===== config.mk =====
export PLATFORM = sky130hd
export DESIGN_NAME = nmr_acq_capture
export DESIGN_NICKNAME = d
export VERILOG_FILES = /design/src/rtl/nmr_acq_pkg.sv /design/src/rtl/nmr_sync_fifo.sv /design/src/rtl/nmr_acq_capture.sv
export SDC_FILE = /design/constraint.sdc
export NUM_CORES = 2
export LEC_CHECK = 0
export CAP_MARGIN = 10
export CORE_UTILIZATION = 30
export DETAILED_ROUTE_END_ITERATION = 7
export GPL_ROUTABILITY_DRIVEN = 0
export HOLD_SLACK_MARGIN = 0.1
export MAX_ROUTING_LAYER = met4
export PLACE_DENSITY = 0.5
export SYNTH_ARGS = -nofsm -noshare
export SYNTH_HDL_FRONTEND = slang
export SYNTH_SLANG_ARGS = --single-unit

===== constraint.sdc =====
create_clock -name CLK -period 6.2 [get_ports CLK]
set_clock_uncertainty 0.05 [all_clocks]
set_input_delay 1.24 -clock CLK [delete_from_list [all_inputs] [get_ports CLK]]
set_output_delay 1.24 -clock CLK [all_outputs]
set_load 0.1 [all_outputs]

===== src/rtl/nmr_acq_pkg.sv =====
// rtl/nmr_acq_pkg.sv - shared state encodings and sample slot width for the NMR acquisition capture
// Contents:
//   SAMPLE_SLOT_W : width of one packed sample slot in a bus word
//   acq_state_t   : one-hot capture FSM states
package nmr_acq_pkg;

  localparam int SAMPLE_SLOT_W = 16;

  typedef enum logic [4:0] {
    ST_IDLE   = 5'b00001,
    ST_ARMED  = 5'b00010,
    ST_CAPT   = 5'b00100,
    ST_FLUSH  = 5'b01000,
    ST_WAITLO = 5'b10000
  } acq_state_t;

endpackage


===== src/rtl/nmr_sync_fifo.sv =====
// rtl/nmr_sync_fifo.sv - first-word fall-through synchronous FIFO with occupancy count
// Ports:
//   CLK, RESET        clock, asynchronous active-high reset
//   wr_en, wr_data    write request; accepted when not full or when a read happens in the same cycle
//   rd_en             pop the head word (ignored while empty)
//   rd_data, rd_valid head word (zero while empty) and non-empty flag
//   count             number of stored words, 0..2**AW
module nmr_sync_fifo #(
  parameter int DATA_W = 32,
  parameter int AW     = 6
) (
  input  logic              CLK,
  input  logic              RESET,
  input  logic              wr_en,
  input  logic [DATA_W-1:0] wr_data,
  input  logic              rd_en,
  output logic [DATA_W-1:0] rd_data,
  output logic              rd_valid,
  output logic [AW:0]       count
);

  localparam logic [AW:0] FULL_CNT = {1'b1, {AW{1'b0}}};

  logic [DATA_W-1:0] mem [2**AW];
  logic [AW-1:0]     wr_ptr;
  logic [AW-1:0]     rd_ptr;
  logic              do_rd;
  logic              do_wr;

  assign rd_valid = (count != '0);
  assign do_rd    = rd_en & rd_valid;
  // A pop in the same cycle frees the slot, so a write at full still lands.
  assign do_wr    = wr_en & ((count != FULL_CNT) | do_rd);
  assign rd_data  = rd_valid ? mem[rd_ptr] : '0;

  always_ff @(posedge CLK) begin
    if (do_wr) mem[wr_ptr] <= wr_data;
  end

  always_ff @(posedge CLK or posedge RESET) begin
    if (RESET) begin
      wr_ptr <= '0;
      rd_ptr <= '0;
      count  <= '0;
    end else begin
      if (do_wr) wr_ptr <= wr_ptr + 1'b1;
      if (do_rd) rd_ptr <= rd_ptr + 1'b1;
      case ({do_wr, do_rd})
        2'b10:   count <= count + 1'b1;
        2'b01:   count <= count - 1'b1;
        default: count <= count;
      endcase
    end
  end

endmodule


===== src/rtl/nmr_acq_capture.sv =====
// rtl/nmr_acq_capture.sv - ADC capture, sample-pair packing and FIFO buffering per acquisition window
// Ports:
//   CLK, RESET                system clock, asynchronous active-high reset
//   ADC_CLK, ADC_DATA         CLK/4 ADC clock and sample, sampled on the ADC_CLK rising edge
//   FSMSTAT, ACQ_WND          scan active and acquisition window from the pulse program
//   SAMPLES_PER_ECHO          per-window sample cap, 0 = unlimited
//   M_DATA, M_VALID, M_READY  packed word stream {newer, older}
//   ECHO_CNT, WORD_CNT        windows completed / words accepted in the current scan
//   OVERFLOW                  sticky word-dropped flag for the current scan
//   BUSY                      FSM not idle
module nmr_acq_capture
  import nmr_acq_pkg::*;
#(
  parameter int ADC_WIDTH     = 16,
  parameter int DATABUS_WIDTH = 32,
  parameter int FIFO_AW       = 6
) (
  input  logic                     CLK,
  input  logic                     RESET,
  input  logic                     ADC_CLK,
  input  logic [ADC_WIDTH-1:0]     ADC_DATA,
  input  logic                     FSMSTAT,
  input  logic                     ACQ_WND,
  input  logic [DATABUS_WIDTH-1:0] SAMPLES_PER_ECHO,
  output logic [DATABUS_WIDTH-1:0] M_DATA,
  output logic                     M_VALID,
  input  logic                     M_READY,
  output logic [DATABUS_WIDTH-1:0] ECHO_CNT,
  output logic [DATABUS_WIDTH-1:0] WORD_CNT,
  output logic                     OVERFLOW,
  output logic                     BUSY
);

  localparam logic [FIFO_AW:0] FIFO_FULL = {1'b1, {FIFO_AW{1'b0}}};

  acq_state_t               state_q, state_d;
  logic                     adc_d;
  logic                     stb;
  logic [SAMPLE_SLOT_W-1:0] adc_ext;
  logic [SAMPLE_SLOT_W-1:0] low_q;
  logic                     pending_q;
  logic [DATABUS_WIDTH-1:0] rem_q;
  logic                     unlim_q;
  logic                     push_vld_q;
  logic [DATABUS_WIDTH-1:0] push_data_q;
  logic [DATABUS_WIDTH-1:0] echo_q;
  logic [DATABUS_WIDTH-1:0] word_q;
  logic                     ovf_q;
  logic [FIFO_AW:0]         fifo_cnt;
  logic                     pop;
  logic                     push_ok;
  logic                     start_scan;
  logic                     arm_capt;
  logic                     take_smp;
  logic                     do_flush;

  assign stb = ADC_CLK & ~adc_d;

  always_comb begin
    adc_ext                = '0;
    adc_ext[ADC_WIDTH-1:0] = ADC_DATA;
  end

  assign pop     = M_VALID & M_READY;
  assign push_ok = push_vld_q & ((fifo_cnt != FIFO_FULL) | pop);

  always_ff @(posedge CLK or posedge RESET) begin
    if (RESET) state_q <= ST_IDLE;
    else       state_q <= state_d;
  end

  always_comb begin
    state_d    = state_q;
    start_scan = 1'b0;
    arm_capt   = 1'b0;
    take_smp   = 1'b0;
    do_flush   = 1'b0;
    case (state_q)
      ST_IDLE: begin
        if (FSMSTAT) begin
          state_d    = ST_ARMED;
          start_scan = 1'b1;
        end
      end
      ST_ARMED: begin
        if (ACQ_WND) begin
          state_d  = ST_CAPT;
          arm_capt = 1'b1;
        end else if (!FSMSTAT) begin
          state_d = ST_IDLE;
        end
      end
      ST_CAPT: begin
        // Window closing wins over a coincident strobe: that sample is discarded.
        if (!ACQ_WND || !FSMSTAT) begin
          state_d = ST_FLUSH;
        end else if (stb) begin
          take_smp = 1'b1;
          if (!unlim_q && rem_q == DATABUS_WIDTH'(1)) state_d = ST_FLUSH;
        end
      end
      ST_FLUSH: begin
        do_flush = 1'b1;
        state_d  = ACQ_WND ? ST_WAITLO : ST_ARMED;
      end
      ST_WAITLO: begin
        if (!ACQ_WND)      state_d = ST_ARMED;
        else if (!FSMSTAT) state_d = ST_IDLE;
      end
      default: state_d = ST_IDLE;
    endcase
  end

  // Completed words go through a one-cycle push register, so the FIFO write
  // lands the cycle after the strobe that completed the pair.
  always_ff @(posedge CLK or posedge RESET) begin
    if (RESET) begin
      adc_d       <= 1'b0;
      low_q       <= '0;
      pending_q   <= 1'b0;
      rem_q       <= '0;
      unlim_q     <= 1'b0;
      push_vld_q  <= 1'b0;
      push_data_q <= '0;
      echo_q      <= '0;
      word_q      <= '0;
      ovf_q       <= 1'b0;
    end else begin
      adc_d      <= ADC_CLK;
      push_vld_q <= 1'b0;

      if (start_scan) begin
        echo_q <= '0;
        word_q <= '0;
        ovf_q  <= 1'b0;
      end else begin
        if (push_ok)                 word_q <= word_q + 1'b1;
        if (push_vld_q && !push_ok)  ovf_q  <= 1'b1;
        if (do_flush)                echo_q <= echo_q + 1'b1;
      end

      if (arm_capt) begin
        rem_q   <= SAMPLES_PER_ECHO;
        unlim_q <= (SAMPLES_PER_ECHO == '0);
      end

      if (take_smp) begin
        if (!unlim_q) rem_q <= rem_q - 1'b1;
        if (pending_q) begin
          push_vld_q  <= 1'b1;
          push_data_q <= {adc_ext, low_q};
          pending_q   <= 1'b0;
        end else begin
          low_q     <= adc_ext;
          pending_q <= 1'b1;
        end
      end

      if (do_flush && pending_q) begin
        push_vld_q  <= 1'b1;
        push_data_q <= {{SAMPLE_SLOT_W{1'b0}}, low_q};
        pending_q   <= 1'b0;
      end
    end
  end

  nmr_sync_fifo #(
    .DATA_W (DATABUS_WIDTH),
    .AW     (FIFO_AW)
  ) u_fifo (
    .CLK      (CLK),
    .RESET    (RESET),
    .wr_en    (push_vld_q),
    .wr_data  (push_data_q),
    .rd_en    (M_READY),
    .rd_data  (M_DATA),
    .rd_valid (M_VALID),
    .count    (fifo_cnt)
  );

  assign ECHO_CNT = echo_q;
  assign WORD_CNT = word_q;
  assign OVERFLOW = ovf_q;
  assign BUSY     = (state_q != ST_IDLE);

endmodule


# Word level (Yosys, flattened, before mapping)
# Memories as Yosys holds them, arrays and structs flattened.
# Index checks and enable logic that the tools add are counted.
# W data, S select, Z words.
[word_totals]
regBits = 173
ramBits = 2048
out_inout_bits = 99
elab_cells = 99
memories = 1
[classes]
add_sub_neg = 7
n_eq_ne = 13
muxes = 39
bitwise_logic = 6
reduce_logical = 19
[mem_list]
columns = ["memory", "words", "width", "read_ports", "rd_clocked_by_memory_dff", "write_ports", "line", "source"]
rows = [
  ["u_fifo.mem", 64, 32, 1, 0, 1, "nmr_sync_fifo.sv:24", "logic [DATA_W-1:0] mem [2**AW];"],
]
[op_table]
columns = ["cell", "count"]
rows = [
  ["$mux W32", 11],
  ["$add A32 B1 Y32 const B", 2],
  ["$mux W5", 8],
  ["$eq A32 B1 Y1 const B", 1],
  ["$logic_not A32 Y1", 1],
  ["$sub A32 B1 Y32 const B", 1],
  ["$pmux W5 S5", 1],
  ["$mux W1", 18],
  ["$pmux W7 S2", 1],
  ["$add A6 B1 Y6 const B", 2],
  ["$reduce_bool A2 Y1", 6],
  ["$add A7 B1 Y7 const B", 1],
  ["$ne A7 B7 Y1 const B", 1],
  ["$reduce_bool A7 Y1", 1],
  ["$sub A7 B1 Y7 const B", 1],
  ["$ne A3 B3 Y1 const B", 2],
  ["$eq A5 B1 Y1 const B", 1],
  ["$eq A5 B2 Y1 const B", 1],
  ["$eq A5 B3 Y1 const B", 1],
  ["$eq A5 B4 Y1 const B", 1],
  ["$eq A5 B5 Y1 const B", 1],
  ["$ne A5 B1 Y1 const B", 1],
  ["$logic_not A1 Y1", 4],
  ["$reduce_and A2 Y1", 2],
  ["9 further kinds", 14],
]

# Logic depth before layout (Yosys ltp)
[logic_depth]
depth_word = 8
mapped_depth = 15

# By module
# Synthesis repeated with hierarchy kept, for this count alone.
[hier_totals]
cells_unflattened = 4180
hier_area_um2 = 87103.5
[modules_own_cells]
columns = ["module", "n_inst", "cells_per_inst", "area_per_inst_um2"]
rows = [
  ["nmr_sync_fifo", 1, 3396, 79526.3],
  ["nmr_acq_capture", 1, 784, 7577.3],
]

# Worst setup path after synthesis
# No wires, ideal clock.
[synth_timing]
path_type = "register to output"
startpoint = "register u_fifo.count[1]"
endpoint = "output port M_DATA[23]"
arrival_time_ps = 4058
required_ps = 4910
slack_ps = 852
stages_incl_launch_ff = 9
n_path_buf = 2
cell_sequence = "dfrtp_1 clkbuf_1 nor2_1 and3b_1 buf_2 inv_2 nand2_1 a211o_1 o21ai_0"
[synth_via]
elab_chain_cells = 2
[synth_lines]
columns = ["item", "line", "source"]
rows = [
  ["start: declaration", "nmr_sync_fifo.sv:19", "output logic [AW:0] count"],
  ["start signal: assignment", "nmr_sync_fifo.sv:49", "2'b10: count <= count + 1'b1;"],
  ["start signal: assignment", "nmr_sync_fifo.sv:50", "2'b01: count <= count - 1'b1;"],
  ["start signal: assignment", "nmr_sync_fifo.sv:51", "default: count <= count;"],
  ["$reduce_bool A7 Y1", "nmr_sync_fifo.sv:30", "assign rd_valid = (count != '0);"],
  ["named net M_VALID", "nmr_acq_capture.sv:26", "output logic M_VALID,"],
  ["$mux W32", "nmr_sync_fifo.sv:34", "assign rd_data = rd_valid ? mem[rd_ptr] : '0;"],
  ["end: declaration", "nmr_acq_capture.sv:25", "output logic [DATABUS_WIDTH-1:0] M_DATA,"],
]
# The timed path passes the listed nets, and every way through them passes these cells.

# Worst setup path in the final report
[layout_timing]
startpoint = "register u_fifo.rd_ptr[1]"
endpoint = "output port M_DATA[17]"
[layout_via]
elab_chain_cells = 2
[layout_lines]
columns = ["item", "line", "source"]
rows = [
  ["start: declaration", "nmr_sync_fifo.sv:26", "logic [AW-1:0] rd_ptr;"],
  ["start signal: assignment", "nmr_sync_fifo.sv:47", "if (do_rd) rd_ptr <= rd_ptr + 1'b1;"],
  ["$mem_v2 Z64 W32", "--", ""],
  ["$mux W32", "nmr_sync_fifo.sv:34", ""],
]
# Every way passes these cells.

==> qor.csv <==
metric,value,unit
Setup TNS Final,0,ns
fin cells,8765,
layout net count,4826,
"FF+latch count, synth",2221,
Rows,197,
Unique masters post-synth,82,
switching part of the total power,33.4,%
IO buf count,152,
Residual DRC,0,
Tot GR Track Use,17.7,%
"Reg clk slew, reported paths",0.06,ns
Final HPWL DP,152,mm
CP arrival,4.76,ns
Mapped Area,0.0868,mm2
status,completed,
clk_lat worst skew,0.89,ns
Post-synth EDFFs,2048,
Post-Syn Nets,4398,
fmax,165,MHz
"Slew Viols, Final",0,
CTS buffer count,232,
post-DR vias/cell,5.15,
max-cap violations,0,
crit path max fanout,40,
Final setup viols,0,
via count,45100,
critical path capture point type,output port,
Final Hold Vio Count,0,
GRT overflow,0,
flop-to-flop setup slack,2.43,ns
largest net degree at the start of global routing,138,
Leak,32.5,nW
Core ar.,0.288,mm2
Worst slew margin,8.50,%
CTS tree,done,
drt first pass iters,7,
Placed Area,0.0953,mm2
Comb power frac,28.4,%
Period minus WS final,6.05,ns
final hold slack,0.437,ns
Clock Root Buffer,clkbuf_16,
Final ANT Viol Nets,0,
Clock Power Share,32.0,%
initial antenna violation count,25,
async set-reset flop share out of synthesis,7.79,%
syn_area_per_cell,20.0,um2
Routed WL per cell,28.9,um
Clock Sinks,2221,
die width,540,um
"Seq/Total Area, Yosys",75.8,%
Peak VDD IR,0.462,mV
Post-synth top flop,edfxtp_1,
routed wire length,254,mm
Synth warnings,0,
H-tree levels,4,
final worst slack,0.150,ns
HP Class,register to register,
global-route wire length before repair,356,mm
die height,540,um
unrepaired setup endpoints after global routing,false,
die area,0.291,mm2
clock buffer depth,3,
placed cell count,8309,
I/O Pins,153,
Pint,28.4,mW
"Period Utilization, post-route",97.6,%
Net Switching,14.3,mW
vias in the first global route,45700,
Crit Path Class,register to output port,
register share of total power,39.6,%
Gate Count Post-Synth,4335,
"Design Area, Final",0.103,mm2
Initial Util,30.2,%
layout cell share with drive strength beyond 1,26.1,%
CP Launch Type,register,
Least-Margin Pin Slew,1.37,ns
DRT iter0 DRCs,4961,
Pwr per Cell Area,415,mW/mm2
post-place setup slack,0.553,ns
Area Overhead vs Synth,18.6,%
Critical Path RT,4.91,ns
==> cell type report <==
| class | instances | area (um2) |
|---|---|---|
| diodes | 23 | 57.6 |
| clock buffers | 303 | 6230 |
| clock inverters | 129 | 1260 |
| fillers | 26700 | 185000 |
| inverters | 27 | 111 |
| multi-input cells | 1841 | 20400 |
| flip-flops and latches | 2221 | 65900 |
| well taps | 3781 | 4730 |
| repair buffers | 440 | 4250 |
==> timing repair <==
item	in CTS	in global routing
endpoints found under the hold margin	0	0
gates resized for setup	5	2
hold buffers	0	0
setup endpoints to repair	10	2
setup buffers	1	0
gates cloned	0	0
==> logic make-up (layout without fill, tap and decap cells) <==
logic type	count (synthesis)	in the layout	share of synthesized area, %
compound gates	500	500	3.94
xor+xnor	58	58	0.585
fa+ha+maj	9	9	0.130
buf+inv	273	899	1.39
flops	2221	2221	75.8
mux	725	725	14.9
other cells	0	23	0
simple gates	549	549	3.19
==> cells in the mapped netlist, drive strengths merged (9+ instances only) <==
| library cell | n | area share, % |
|---|---|---|
| buf | 142 | 0.82 |
| and3 | 12 | 0.086 |
| mux2i | 230 | 2.7 |
| clkbuf | 104 | 0.45 |
| mux2 | 44 | 0.57 |
| a31oi | 9 | 0.072 |
| a211oi | 77 | 0.67 |
| a311oi | 21 | 0.21 |
| nor4 | 27 | 0.21 |
| nand2b | 11 | 0.079 |
| nand4 | 39 | 0.29 |
| nand2 | 90 | 0.39 |
| or3 | 20 | 0.14 |
| a22o | 44 | 0.44 |
| nor2b | 14 | 0.10 |
| mux4 | 451 | 12 |
| inv | 25 | 0.11 |
| a21oi | 66 | 0.38 |
| ha | 9 | 0.13 |
| xnor2 | 23 | 0.23 |
| o21ai | 89 | 0.52 |
| nor3 | 34 | 0.21 |
| or4 | 10 | 0.095 |
| o22ai | 90 | 0.65 |
| dfrtp | 172 | 5.0 |
| a22oi | 32 | 0.28 |
| edfxtp | 2048 | 71 |
| nor2 | 184 | 0.80 |
| xor2 | 35 | 0.35 |
| and2 | 14 | 0.10 |
| nand3 | 55 | 0.32 |
==> layout by cell type, fill, tap and decap left out, types with 31 or more instances in the layout <==
cell type | netlist | layout
mux2i_1 | 230 | 230
mux4_2 | 451 | 451
a21oi_1 | 66 | 66
nor2_1 | 184 | 120
nand3_1 | 55 | 55
nor2_4 | 0 | 64
clkbuf_16 | 0 | 234
mux2_2 | 44 | 44
nand2_1 | 90 | 90
o22ai_1 | 90 | 90
dfrtp_1 | 172 | 135
o21ai_0 | 88 | 84
clkinv_2 | 0 | 44
buf_4 | 9 | 268
nand4_1 | 38 | 38
xor2_1 | 35 | 35
nor3_1 | 32 | 31
edfxtp_1 | 2048 | 2048
clkinv_1 | 2 | 49
a22oi_1 | 32 | 32
a22o_1 | 44 | 44
a211oi_1 | 77 | 62
dfrtp_2 | 0 | 33
buf_12 | 0 | 52
clkdlybuf4s50_1 | 0 | 120
clkbuf_1 | 102 | 57
==> per-layer routing <==
layer  share of wire (%)  global-route usage, %  wire (um)
met2                  48                   28.0     122000
met4                 1.7                   3.73       4430
met3                 6.2                   2.82      15600
met1                  44                   24.0     112000
met5                   0                      -          0
==> per-stage QoR <==
stage,total power [mW],util (%)
after floorplan,24.0,-
after global placement,29.5,33.1
after detailed placement,29.5,33.1
after CTS,43.2,35.7
after global routing,44.0,35.7
final,42.7,35.7
==> sequential cells by signal, indices dropped and copies added, names as in the netlist, 6 cells and up <==
name	cells
u_fifo.mem	2048
ECHO_CNT	32
WORD_CNT	32
push_data_q	32
rem_q	32
low_q	16
u_fifo.count	7
u_fifo.rd_ptr	6
u_fifo.wr_ptr	6
==> power groups by stage <==
stage | sequential (mW) | combinational, mW | clock, mW
floorplan | 16.8 | 7.10 | 0
CTS | 16.9 | 12.4 | 13.9
global route | 16.9 | 12.6 | 14.5
detailed placement | 17.2 | 12.3 | 0
finish | 16.9 | 12.1 | 13.7
global placement | 17.2 | 12.3 | 0
==> worst paths after layout <==
kind	depth (start not counted)	from	to
max	8	u_fifo.rd_ptr[1]	M_DATA[17]
min reg2reg	2	push_data_q[28]	push_data_q[28]
max reg2reg	12	u_fifo.count[2]	u_fifo.count[6]
min in group asynchronous	2	RESET	ECHO_CNT[14]
max in group asynchronous	3	RESET	WORD_CNT[21]
min	2	push_data_q[28]	push_data_q[28]
==> critical path, stage by stage (launching register included) <==
cell	delay (ns)
dfrtp_4	1.08
buf_12	0.32
nor3b_1	0.13
buf_4	0.22
a221o_1	0.31
a221oi_1	1.12
a22o_1	0.31
buf_4	0.16
buf_12	0.18
No activity file was read; power rests on OpenSTA's default activity.
==> variant, RTL diff (config.mk and constraints unchanged) <==
Put one more register stage on the output `ECHO_CNT`. The value now appears one clock later. The other outputs are not delayed to match.
--- a/src/rtl/nmr_acq_capture.sv
+++ b/src/rtl/nmr_acq_capture.sv
@@ -179,5 +179,7 @@
   );
 
-  assign ECHO_CNT = echo_q;
+  always_ff @(posedge CLK) begin
+    ECHO_CNT <= echo_q;
+  end
   assign WORD_CNT = word_q;
   assign OVERFLOW = ovf_q;
Check against the original RTL: not settled (the Yosys comparison gave no result); the edit may change what the design does.
==> variant against the unedited design <==
  * Setup slack improved by 41 ps
  * Sequential cell count increased by 32
  * Area after synthesis increased by 0.33%
  * Power decreased by 12%
  * Utilization decreased by 0.37 points
  * Design area decreased by 0.86%
  * First-iteration DRC count decreased by 9.3%
  * Global-route usage decreased by 0.28 points
  * Wire length decreased by 1.1%
  * Largest cell class unchanged
==> variant: results (changes against the unedited design) <==
* Top cells by area, synth: edfxtp_1, mux4_2, dfrtp_1
* Library cells used by synthesis at 74 (-9.8%)
* CP max-delay cell: dfrtp_4
* CP top delay family: buffers and inverters
* Largest net degree at the start of global routing at 106 (-23%)
* Clock insertion delay at the later pin of the skew report at around 880 ps
* Vias in the first global route at 45370 (-0.67%)
* Post-placement cell count at 8271 (-0.46%)
* First-pass GRT wire length at 352.1 mm (-1.0%)
* Initial antenna violation count at 30 (+20%)
* LEAKAGE at 37.83 nW (+16%)
* List of most frequent post-synthesis cells: edfxtp_1, mux4_2, mux2i_1, nor2_1, dfrtp_1
* Worst Path Max Fanout at 47 (+18%)
* Share of cells above drive strength 1 at 22.83% (-3.3 points)
* Outcome: completed
* Primary FF master, synth: edfxtp_1
* WL met1 at 109.1 mm (-2.1%)
* DR top layer: met4
* Fillers at 26750 (+0.18%)
* Number of synthesized register bits at 2253 (+1.4%)
* Slew headroom at 11.64% (+3.1 points)
* Hold Crit Class: register to register
* Crit path DAT at 4720 ps (-40 ps)
* Number of synthesized flops with an enable pin at 2048 (unchanged)
* Final WL at 250.9 mm (-1.1%)
* Root buffer cell: clkbuf_16
* Peak supply drop at 0.2967 mV (-36%)
* Met2 WL at 117.0 mm (-4.3%)
* Avg Inst Size Synth at 19.83 µm² (-0.95%)
* Syn Nets at 4454 (+1.3%)
* Pre-Repair DR Iteration Count at 6 (-1)
* Sequential area share after synthesis at 76.32% (+0.48 points)
* Via/cell ratio at 5.147 (about the same)
* Max Buffers Root-to-Sink at 4 (+1)
* Num CTS Buffers at 230 (-0.86%)
* Max reg flops at 2048 (unchanged)
* Synth Warn # at 0 (unchanged)
* Setup bufs post-CTS at 0 (-1)
* Gr usage total at 17.41% (-0.28 points)
* Ys async rst share at 7.679% (-0.11 points)
* Via count at 44840 (-0.62%)
* Final net count at 4785 (-0.85%)
* Post-DP HPWL at 145.0 mm (-4.4%)
* CTS clk-pin slew, worst paths at 60 ps (about the same)
* Slowest stage delay, CP at 980 ps (-140 ps)
* DR WL met3 at 19.35 mm (+24%)
* Iter 0 DRT Violations at 4501 (-9.3%)
variant: cell count changes in the layout (fill, tap and decap cells not counted), sizes merged, moves of 27 or more:
| cell | change |
|---|---|
| buf | -76 |
| o21ai | -72 |
| a22oi | +57 |
| mux4 | -57 |
| o221ai | +51 |
| a21oi | +48 |
| dfxtp | +32 |
| mux2i | +27 |
variant: final timing paths:
kind                                              startpoint                     endpoint  slack (ps)  depth (start not counted)
worst max-delay path            u_fifo.rd_ptr[1]$_DFFE_PP0P_                    M_DATA[2]         190                          7
worst max register to register   u_fifo.count[2]$_DFFE_PP0P_  u_fifo.count[6]$_DFFE_PP0P_        2240                         11
worst min-delay path                  echo_q[30]$_DFFE_PP0P_         ECHO_CNT[30]$_DFF_P_         340                          0
min in group asynchronous                              RESET     WORD_CNT[15]$_DFFE_PP0P_         820                          2
worst min register to register        echo_q[30]$_DFFE_PP0P_         ECHO_CNT[30]$_DFF_P_         340                          0
max in group asynchronous                              RESET        low_q[11]$_DFFE_PP0P_        4190                          3
variant: cells by family (layout without fill, tap and decap cells):
logic type / count (synthesis) / count (layout) / synth area share [%]
compound gates: 587 / 587 / 4.846
xor+xnor: 70 / 70 / 0.7040
fa+ha+maj: 9 / 9 / 0.1293
buf+inv: 282 / 797 / 1.404
flops: 2253 / 2253 / 76.32
mux: 687 / 687 / 13.67
other cells: 0 / 26 / 0
simple gates: 503 / 503 / 2.925
variant: power by group:
group / internal [mW] / leakage, nW / switching, mW
logic: 2.57 / 8.05 / 4.84
clock network: 7.44 / 3.45 / 5.80
registers: 16.5 / 26.3 / 0.443
variant: cell type report:
class	count	share of cell area [%]
antenna	26	0.06377
clock buffer	299	6.064
clock inverter	117	0.8241
inverter	17	0.06990
multi-input combinational	1856	19.55
sequential	2253	65.22
tap	3781	4.637
timing repair buffer	364	3.578
variant: what timing repair did:
item                       4_1_cts  5_1_grt
resized for setup                2        2
setup endpoints to repair        2        2
pin swaps                        0        0
variant: metal layers:
| layer | track usage [%] | vias to the layer above |
|---|---|---|
| met5 | - | - |
| met4 | 3.770 | 0 |
| met3 | 4.250 | 323 |
| met2 | 26.77 | 1484 |
| met1 | 23.34 | 24070 |
| li1 | - | 18970 |
variant: through the flow:
| stage | setup slack [ps] | cell area [µm²] |
|---|---|---|
| after floorplan | 223.2 | 87090 |
| after global placement | 386.2 | 94920 |
| after detailed placement | 749.9 | 94920 |
| after CTS | 17.51 | 102000 |
| after global routing | 37.58 | 102000 |
| final | 191.4 | 102000 |
